$ cat src/rtl/if_fetch_unit.sv
// if_fetch_unit: instruction-fetch front end feeding the IF/ID register.
// Generates the PC sequence and drives a single-outstanding request/response
// instruction-memory port. Redirects flush any in-flight fetch. A NOP bubble
// is presented whenever no valid instruction is available.
// Optional feature: define FETCH_MISALIGN_CHECK_EN to fault misaligned
// redirect targets without a memory access. In the default build the low
// two bits of the target are cleared instead.
module if_fetch_unit #(
  parameter int                DATA_W    = 32,
  parameter logic [DATA_W-1:0] RESET_PC  = 32'h0000_0000,
  parameter logic [DATA_W-1:0] NOP_INSTR = 32'h0000_0013
) (
  input  logic              clk,
  input  logic              rst,
  input  logic              stall,
  input  logic              redirect,
  input  logic [DATA_W-1:0] redirect_pc,
  output logic              imem_req,
  output logic [DATA_W-1:0] imem_addr,
  input  logic              imem_rvalid,
  input  logic [DATA_W-1:0] imem_rdata,
  input  logic              imem_err,
  output logic [DATA_W-1:0] pc_out,
  output logic [DATA_W-1:0] instr_out,
  output logic [DATA_W-1:0] pcPlus4_out,
  output logic              err_out,
  output logic              valid_out
);

  localparam logic [DATA_W-1:0] WORD_BYTES = DATA_W'(4);

  typedef enum logic [1:0] {
    ST_BOOT = 2'd0,
    ST_REQ  = 2'd1,
    ST_WAIT = 2'd2,
    ST_HOLD = 2'd3
  } state_t;

  state_t            state, state_nxt;
  logic [DATA_W-1:0] fetch_pc, fetch_pc_nxt;
  logic              stale, stale_nxt;
  logic [DATA_W-1:0] pc_nxt, instr_nxt, pc4_nxt;
  logic              err_nxt, valid_nxt;
  logic [DATA_W-1:0] target_pc;

`ifdef FETCH_MISALIGN_CHECK_EN
  // Misaligned targets are kept intact so they can be reported as a fault.
  assign target_pc = redirect_pc;
`else
  // Without the check, targets are forced onto a word boundary.
  logic unused_target_lsb;
  assign target_pc         = {redirect_pc[DATA_W-1:2], 2'b00};
  assign unused_target_lsb = ^redirect_pc[1:0];
`endif

  // Memory request decodes from the state register alone.
  assign imem_req  = (state == ST_REQ);
  assign imem_addr = fetch_pc;

  // Next-state and next-output decode; redirect outranks everything.
  always_comb begin
    state_nxt    = state;
    fetch_pc_nxt = fetch_pc;
    stale_nxt    = stale;
    pc_nxt       = pc_out;
    instr_nxt    = instr_out;
    pc4_nxt      = pcPlus4_out;
    err_nxt      = err_out;
    valid_nxt    = valid_out;

    if (redirect) begin
      fetch_pc_nxt = target_pc;
      valid_nxt    = 1'b0;
      instr_nxt    = NOP_INSTR;
      err_nxt      = 1'b0;
      case (state)
        ST_REQ: begin
          // The request going out this cycle now targets the old path.
          stale_nxt = 1'b1;
          state_nxt = ST_WAIT;
        end
        ST_WAIT: begin
          if (imem_rvalid) begin
            stale_nxt = 1'b0;
            state_nxt = ST_REQ;
          end else begin
            stale_nxt = 1'b1;
          end
        end
        default: begin
          // A late stale response landing here has drained.
          if (imem_rvalid) stale_nxt = 1'b0;
          state_nxt = ST_REQ;
        end
      endcase
`ifdef FETCH_MISALIGN_CHECK_EN
      if (redirect_pc[1:0] != 2'b00) begin
        state_nxt    = ST_HOLD;
        fetch_pc_nxt = redirect_pc + WORD_BYTES;
        pc_nxt       = redirect_pc;
        pc4_nxt      = redirect_pc + WORD_BYTES;
        err_nxt      = 1'b1;
        valid_nxt    = 1'b1;
      end
`endif
    end else begin
      // Any response seen outside WAIT can only be a dropped stale one.
      if (imem_rvalid && (state != ST_WAIT)) stale_nxt = 1'b0;
      case (state)
        ST_BOOT: state_nxt = ST_REQ;
        ST_REQ:  state_nxt = ST_WAIT;
        ST_WAIT: begin
          if (imem_rvalid) begin
            if (stale) begin
              stale_nxt = 1'b0;
              state_nxt = ST_REQ;
            end else begin
              pc_nxt       = fetch_pc;
              instr_nxt    = imem_rdata;
              pc4_nxt      = fetch_pc + WORD_BYTES;
              err_nxt      = imem_err;
              valid_nxt    = 1'b1;
              fetch_pc_nxt = fetch_pc + WORD_BYTES;
              state_nxt    = ST_HOLD;
            end
          end
        end
        ST_HOLD: begin
          if (!stall) begin
            valid_nxt = 1'b0;
            instr_nxt = NOP_INSTR;
            err_nxt   = 1'b0;
            state_nxt = ST_REQ;
          end
        end
        default: state_nxt = ST_BOOT;
      endcase
    end
  end

  // State, fetch pointer and presented IF/ID bundle registers.
  always_ff @(posedge clk or posedge rst) begin
    if (rst) begin
      state       <= ST_BOOT;
      fetch_pc    <= RESET_PC;
      stale       <= 1'b0;
      pc_out      <= RESET_PC;
      instr_out   <= NOP_INSTR;
      pcPlus4_out <= RESET_PC + WORD_BYTES;
      err_out     <= 1'b0;
      valid_out   <= 1'b0;
    end else begin
      state       <= state_nxt;
      fetch_pc    <= fetch_pc_nxt;
      stale       <= stale_nxt;
      pc_out      <= pc_nxt;
      instr_out   <= instr_nxt;
      pcPlus4_out <= pc4_nxt;
      err_out     <= err_nxt;
      valid_out   <= valid_nxt;
    end
  end

endmodule

$ cat config.mk
export PLATFORM = sky130hd
export DESIGN_NAME = if_fetch_unit
export DESIGN_NICKNAME = d
export VERILOG_FILES = /design/src/rtl/if_fetch_unit.sv
export SDC_FILE = /design/constraint.sdc
export NUM_CORES = 1
export LEC_CHECK = 0
export CAP_MARGIN = 10
export CORE_MARGIN = 1
export CORE_UTILIZATION = 40
export CTS_BUF_LIST = sky130_fd_sc_hd__clkbuf_4
export DETAILED_ROUTE_END_ITERATION = 6
export HOLD_SLACK_MARGIN = 0.06
export PLACE_DENSITY_LB_ADDON = 0.2
export SETUP_SLACK_MARGIN = 0.1
export SYNTH_ARGS = -nofsm -noshare
export SYNTH_HDL_FRONTEND = slang
export SYNTH_SLANG_ARGS = --single-unit
$ cat constraint.sdc
create_clock -name clk -period 4.8 [get_ports clk]
set_clock_uncertainty 0.2 [all_clocks]
set_input_delay 0.96 -clock clk [delete_from_list [all_inputs] [get_ports clk]]
set_output_delay 0.96 -clock clk [all_outputs]
set_load 0.02 [all_outputs]
After elaboration in Yosys (flattened, before gate mapping)
Index checks and enable logic that the tools add are counted.

storage, ports and cells
  flip-flop bits (word level) = 133
  input bits = 70
  output and inout port bits = 131
  word-level logic and storage cells = 63

operators by class
  add/sub/neg operators = 1
  eq/ne operators = 10
  multiplexer cells = 33
  bitwise gates (word level) = 2
  reduce and logical (&&, ||, !) cells = 9

operators by type and width
  operator                                                                 number
  32-bit 2-to-1 mux                                                        8
  32-bit one-hot mux with 2 select lines                                   1
  32-bit by 3-bit adder with 32-bit output, second input constant          1
  1-bit 2-to-1 mux                                                         14
  2-bit 2-to-1 mux                                                         5
  3-bit inequality test, second input constant                             3
  2-bit one-hot mux with 4 select lines                                    1
  4-bit AND reduction                                                      2
  2-bit inequality test, second input constant                             3
  1-bit one-hot mux with 2 select lines                                    3
  2-bit equality test, second input constant                               2
  4-bit by 1-bit inequality test with 1-bit output, second input constant  1
  2-bit one-hot mux with 2 select lines                                    1
  2-bit nonzero test                                                       2
  3-bit AND reduction                                                      1
  3-bit nonzero test                                                       1
  2-bit by 1-bit equality test with 1-bit output, second input constant    1
  2-bit logical NOT                                                        1
  1-bit NOT                                                                2
  2-bit AND reduction                                                      1
  1-bit logical AND                                                        1

Longest topological paths before layout
Gate-level depths: netlist (run 1).

  word-level depth = 7
  depth in mapped cells = 8
  mapped depth without buffers = 6

Worst setup path before layout (run 1)
OpenSTA, ideal clock, no wires.

  kind = input to register
  from = in imem_rvalid
  to = reg fetch_pc[19], in the netlist imem_addr[19]
  setup time = 0.082 ns
  data arrival time = 2.309 ns
  required time = 4.518 ns
  setup slack = 2.209 ns
  stages on the path = 4
  path buffers = 0
  cell sequence = nand3b_1 or4_1 or4_1 a31oi_1

between the ends
  cells in the longest elaborated chain, start to end = 2

ends and longest elaborated chain
  what                           RTL line  source
  start, declared                20        input logic imem_rvalid,
  2-bit nonzero test (no line)   n/a
  3-bit AND reduction (no line)  n/a
  end signal, assigned           154       fetch_pc <= fetch_pc_nxt;
  end, declared                  40        logic [DATA_W-1:0] fetch_pc, fetch_pc_nxt;

Every way passes these cells.
A chain may end at the register's enable or synchronous reset.

Worst setup path after layout (run 1)
  from = reg state[1]
  to = out imem_req

between the ends
  cells in the longest elaborated chain, start to end = 1

ends and longest elaborated chain
  what                                            RTL line  source
  start, declared                                 39        state_t state, state_nxt;
  start signal, assigned                          153       state <= state_nxt;
  2-bit by 1-bit equality test with 1-bit output  57        assign imem_req = (state == ST_REQ);
  end, declared                                   18        output logic imem_req,

Every way passes these cells.

==> results of run 1 <==
## critical path: stages (launching register included)
cell and delay [ps]:
dfrtp_1 440, inv_1 100, ha_1 220, clkdlybuf4s50_1 650
## cell type report
cell class | count | area, um2
fill | 1278 | 6280
sequential | 127 | 3180
multi-input combinational | 449 | 2640
timing repair buffer | 202 | 1990
tap | 184 | 230
clock buffer | 22 | 165
clock inverter | 10 | 120
inverter | 7 | 31.3
antenna | 1 | 2.50
## metal layers
metal  wire length (um)  up-vias  track usage
met3               1410       24       0.0826
met1               7620     2659        0.302
met4                365        0       0.0918
met5                  0        -            0
li1                   -     2602            -
met2               8440      225        0.376
## kinds of logic (layout without fill, tap and decap cells)
kind of cell | Yosys count | count (layout) | synth area share
buffers and inverters | 65 | 241 | 0.0465
AOI/OAI and AO/OA | 125 | 125 | 0.147
DFF | 127 | 127 | 0.526
xor gates and xnor gates | 23 | 23 | 0.0333
muxes | 1 | 1 | 0.00165
and+or+nand+nor | 289 | 289 | 0.234
other | 1 | 7 | 0.000620
adders and majority gates | 5 | 5 | 0.0103
## sequential cells by signal, summed over array words and instances, names as in the netlist
signal	cells
err_out	1
valid_out	1
stale	1
instr_out	32
state	2
pc_out	30
imem_addr	30
pcPlus4_out	30
## stage by stage
step	cells	instance area [um2]	hold slack [ps]	utilization
global placement	969	8080	257	0.552
finish	1002	8370	288	0.571
floorplan	641	6070	300	-
global route	1002	8370	322	0.571
CTS	1001	8360	292	0.571
detailed placement	969	8080	262	0.552
## worst max path at each step
| stage | endpoint | slack, ps | cells past startpoint |
|---|---|---|---|
| after global placement | imem_addr[19]$_DFFE_PP0P_ | 1270 | 6 |
| final | imem_req | 1690 | 3 |
| after global routing | imem_req | 1540 | 3 |
| after floorplan | err_out$_DFFE_PP0P_ | 260 | 1 |
| after CTS | imem_req | 1620 | 3 |
| after detailed placement | imem_addr[19]$_DFFE_PP0P_ | 1160 | 6 |
## power by group
group	internal [W]	switching [W]	leakage [nW]
clock	0.000381	0.000387	0.162
combinational	0.000757	0.000849	1.75
sequential	0.00138	0.000244	1.61
## cells in the mapped netlist, types with 9 or more instances
cell type / n
a22o_1: 30
a31oi_1: 14
buf_2: 9
clkbuf_1: 40
dfrtp_1: 123
nand2_1: 146
nand3_1: 28
nand4_1: 20
nor2_1: 26
o21ai_0: 35
o311ai_0: 9
o31ai_1: 13
or4_1: 19
xnor2_1: 11
xor2_1: 12
==> impl_metrics.ini, run 1 <==
[run_status]
status = finished, violations left
violations = design-rule violations

[placed_design]
preCtsSetupSlack_ps = 1160
place_hpwl_mm = 12.6
place_congestion = 0.822
io_buffers = 192

[timing]
tightest_slew_ps = 928
hold_viol_final = 0
setup_tns_ps = 0
layout_min_cycle_time_ps = 3110
relSlewSlack = 0.381
fmax_mhz = 321
report.final.slew_viol_count = 0
period_share = 0.649
fin_ws_ps = 1690
rsz0062_at_grt = no
finalSetupViolCount = 0

[critical_path]
reg2reg_slack_ps = 1940
cp-end-kind = primary output
reg2reg_depth = 7
critPathKind = reg2out
cp.required_ps = 3640
cp.arrival_ps = 1950
r2r_start = state[0]$_DFFE_PP0P_
start_kind = register
startpoint = state[1]$_DFFE_PP0P_
r2r-end = imem_addr[19]$_DFFE_PP0P_
critical_path_peak_fanout = 4

[yosys]
synth_edf_count = 0
synthArstFlopShare = 1.00
seq_area_frac_synth = 0.526
synth_warnings = 0
synth_cell_types = 49
syn_area_mm2 = 0.00605
avgSynthCellArea_um2 = 9.51
synth_cells = 636
synth_area_leaders = dfrtp_1 51%, nand2_1 9.1%, a22o_1 4.3%, o21ai_0 2.9%, clkbuf_1 2.5%
synthDominantCellAreaShare = 0.509
ys_seq_elements = 127
yosysTopAreaCell = dfrtp_1
synth_ff_type = dfrtp_1

[floorplan]
die_h_um = 125
fp.coreArea_mm2 = 0.0146
io_pins = 201
dieArea_mm2 = 0.0156
row_count = 44
die_w_um = 125
initial_utilization = 0.413

[cells_and_area]
final_common_cell = clkdlybuf4s50_1
syn2layout_area_growth_pct = 38.3
layout-drive-gt1-share = 0.0685
mostFrequentLayoutCells = 191 x clkdlybuf4s50_1, 146 x nand2_1, 123 x dfrtp_1
final_nets = 879

[global_routing]
grt-ovfl-total = 0
grt_pass1_vias = 5474
track_usage = 0.238
antenna_found_initial = 1
grt_pass1_wl_mm = 29.1
grt_start_max_net_pins = 77

[cts]
cts.sinks = 127
cts-buffers-inserted = 17
cts_resized = 0
clkLatencyLatePin_ps = 550
cts_setup_buffers = 0
cts_root_buf = clkbuf_4
htreeDepth = 4
clk_pin_slew_ps = 100
cts_hold_buf = 0
cts_tree = built
clockBufferDepth = 2

[min_path]
holdPathStages = 2
hold_class = reg2reg
whs_endpoint = pc_out[23]$_DFFE_PP0P_
min-delay-start = pc_out[23]$_DFFE_PP0P_

[drt]
wl_mm = 17.8
vias = 5510
drc = 19
drt-initial-drc-count = 488
ant_nets = 0
first_pass_iters = 7
wire_per_inst_um = 17.8
vias_per_cell = 5.50

[pwr]
powerDensity_mw_per_mm2 = 478
p_total_w = 0.00399
peakVddDrop_mv = 0.165
p_leak_nw = 3.51

[job]
maxCapViolations = 0
Note: power is estimated with default switching activity, not from simulation.
==> inputs of run 2 (changes only) <==
==> constraint.sdc (replaced) <==
create_clock -name clk -period 3.2 [get_ports clk]
set_clock_uncertainty 0.2 [all_clocks]
set_input_delay 0.64 -clock clk [delete_from_list [all_inputs] [get_ports clk]]
set_output_delay 0.64 -clock clk [all_outputs]
set_load 0.02 [all_outputs]
==> impl_metrics.ini, run 2 (same netlist as run 1, synthesis figures left out) <==
[drt]
drc = 26
vias_per_cell = 5.55
wl_mm = 18.1
drt-initial-drc-count = 429
ant_nets = 0
wire_per_inst_um = 17.9
vias = 5615
first_pass_iters = 7

[pwr]
switching_share = 0.381
power_switching_w = 0.00220
p_seq_frac = 0.418
powerDensity_mw_per_mm2 = 685
power.internal_w = 0.00357
combPwrFrac = 0.427
peakVddDrop_mv = 0.252
clockPowerShare = 0.155
p_leak_nw = 3.54

[cts]
clkLatencyLatePin_ps = 550
cts_tree = built
cts_root_buf = clkbuf_4
cts_setup_buffers = 0
cts_resized = 0
clk_pin_slew_ps = 100
cts-buffers-inserted = 17
cts.sinks = 127
htreeDepth = 4
cts_hold_buf = 0
clockBufferDepth = 2

[cells_and_area]
layout-drive-gt1-share = 0.0785
largest_reg_flops = 32
n_antenna_cell = 0
final_nets = 891
final_core_util = 0.575
mostFrequentLayoutCells = 191 x clkdlybuf4s50_1, 146 x nand2_1, 123 x dfrtp_1
final_common_cell = clkdlybuf4s50_1
top_register = instr_out
syn2layout_area_growth_pct = 39.3

[global_routing]
antenna_found_initial = 0
grt-ovfl-total = 0
grt_pass1_vias = 5628
grt_start_max_net_pins = 52
grt_pass1_wl_mm = 29.5
track_usage = 0.239

[critical_path]
cp.required_ps = 2360
cp.arrival_ps = 1930
critical_path_peak_fanout = 4
cp-end-kind = primary output
critPathKind = reg2out
start_kind = register

[timing]
setup_tns_ps = 0
layout_min_cycle_time_ps = 2770
period_share = 0.865
fmax_mhz = 361
report.final.slew_viol_count = 0
rsz0062_at_grt = no
hold_viol_final = 0
relSlewSlack = 0.487
tightest_slew_ps = 768
finalSetupViolCount = 0

[run_status]
status = finished, violations left
violations = design-rule violations

[job]
maxCapViolations = 0

[floorplan]
io_pins = 201
dieArea_mm2 = 0.0156
fp.coreArea_mm2 = 0.0146
initial_utilization = 0.413
die_w_um = 125
die_h_um = 125
row_count = 44

[placed_design]
place_hpwl_mm = 13.0
place_congestion = 0.819
io_buffers = 192

[min_path]
hold_class = reg2reg
-- run 2: final timing paths --
path	cells past startpoint	startpoint	endpoint	slack (ps)
setup / recovery	3	state[1]$_DFFE_PP0P_	imem_req	430
hold / removal	2	pc_out[31]$_DFFE_PP0P_	pc_out[31]$_DFFE_PP0P_	280
setup reg to reg	5	imem_addr[2]$_DFFE_PP0P_	pcPlus4_out[20]$_DFFE_PP0P_	480
hold reg to reg	2	pc_out[31]$_DFFE_PP0P_	pc_out[31]$_DFFE_PP0P_	280
max in group asynchronous	3	rst	instr_out[1]$_DFFE_PP1P_	1740
min in group asynchronous	2	rst	imem_addr[28]$_DFFE_PP0P_	370
-- run 2: stage by stage --
step	power, W	hold slack, ps	area (um2)	worst slack (ps)	cells
after floorplan	0.00362	300	6070	790	641
after global placement	0.00486	258	8220	395	981
after detailed placement	0.00492	262	8220	353	981
after CTS	0.00583	285	8420	365	1012
after global routing	0.00612	308	8420	263	1012
final	0.00577	280	8420	433	1012
-- run 2: layer usage --
metal  part of all wire  GRT usage  vias to the layer above
li1                   -          -                     2637
met1               0.43      0.301                     2719
met2               0.47      0.392                      230
met3              0.080     0.0715                       29
met4              0.017     0.0861                        0
met5                  0          0                        -
-- run 2: layout make-up --
cell class	instances	area [um2]
Timing Repair Buffer	214	2130
Inverter	7	30.0
Fill cell	1277	6220
Clock inverter	7	27.5
Multi-Input combinational cell	449	2640
Clock buffer	24	180
Tap cell	184	230
Sequential cell	127	3180
-- run 2: critical path, cell delays in order (launching register included) --
cell,delay [ps]
dfrtp_1,430
inv_1,100
ha_1,220
clkdlybuf4s50_1,660
-- run 2: power by group through the flow --
stage / combinational [W] / sequential, W / clock [W]
after floorplan: 0.000719 / 0.00290 / 0
after global placement: 0.00243 / 0.00242 / 0
after detailed placement: 0.00248 / 0.00244 / 0
after CTS: 0.00248 / 0.00241 / 0.000934
after global routing: 0.00265 / 0.00248 / 0.000997
final: 0.00246 / 0.00241 / 0.000896
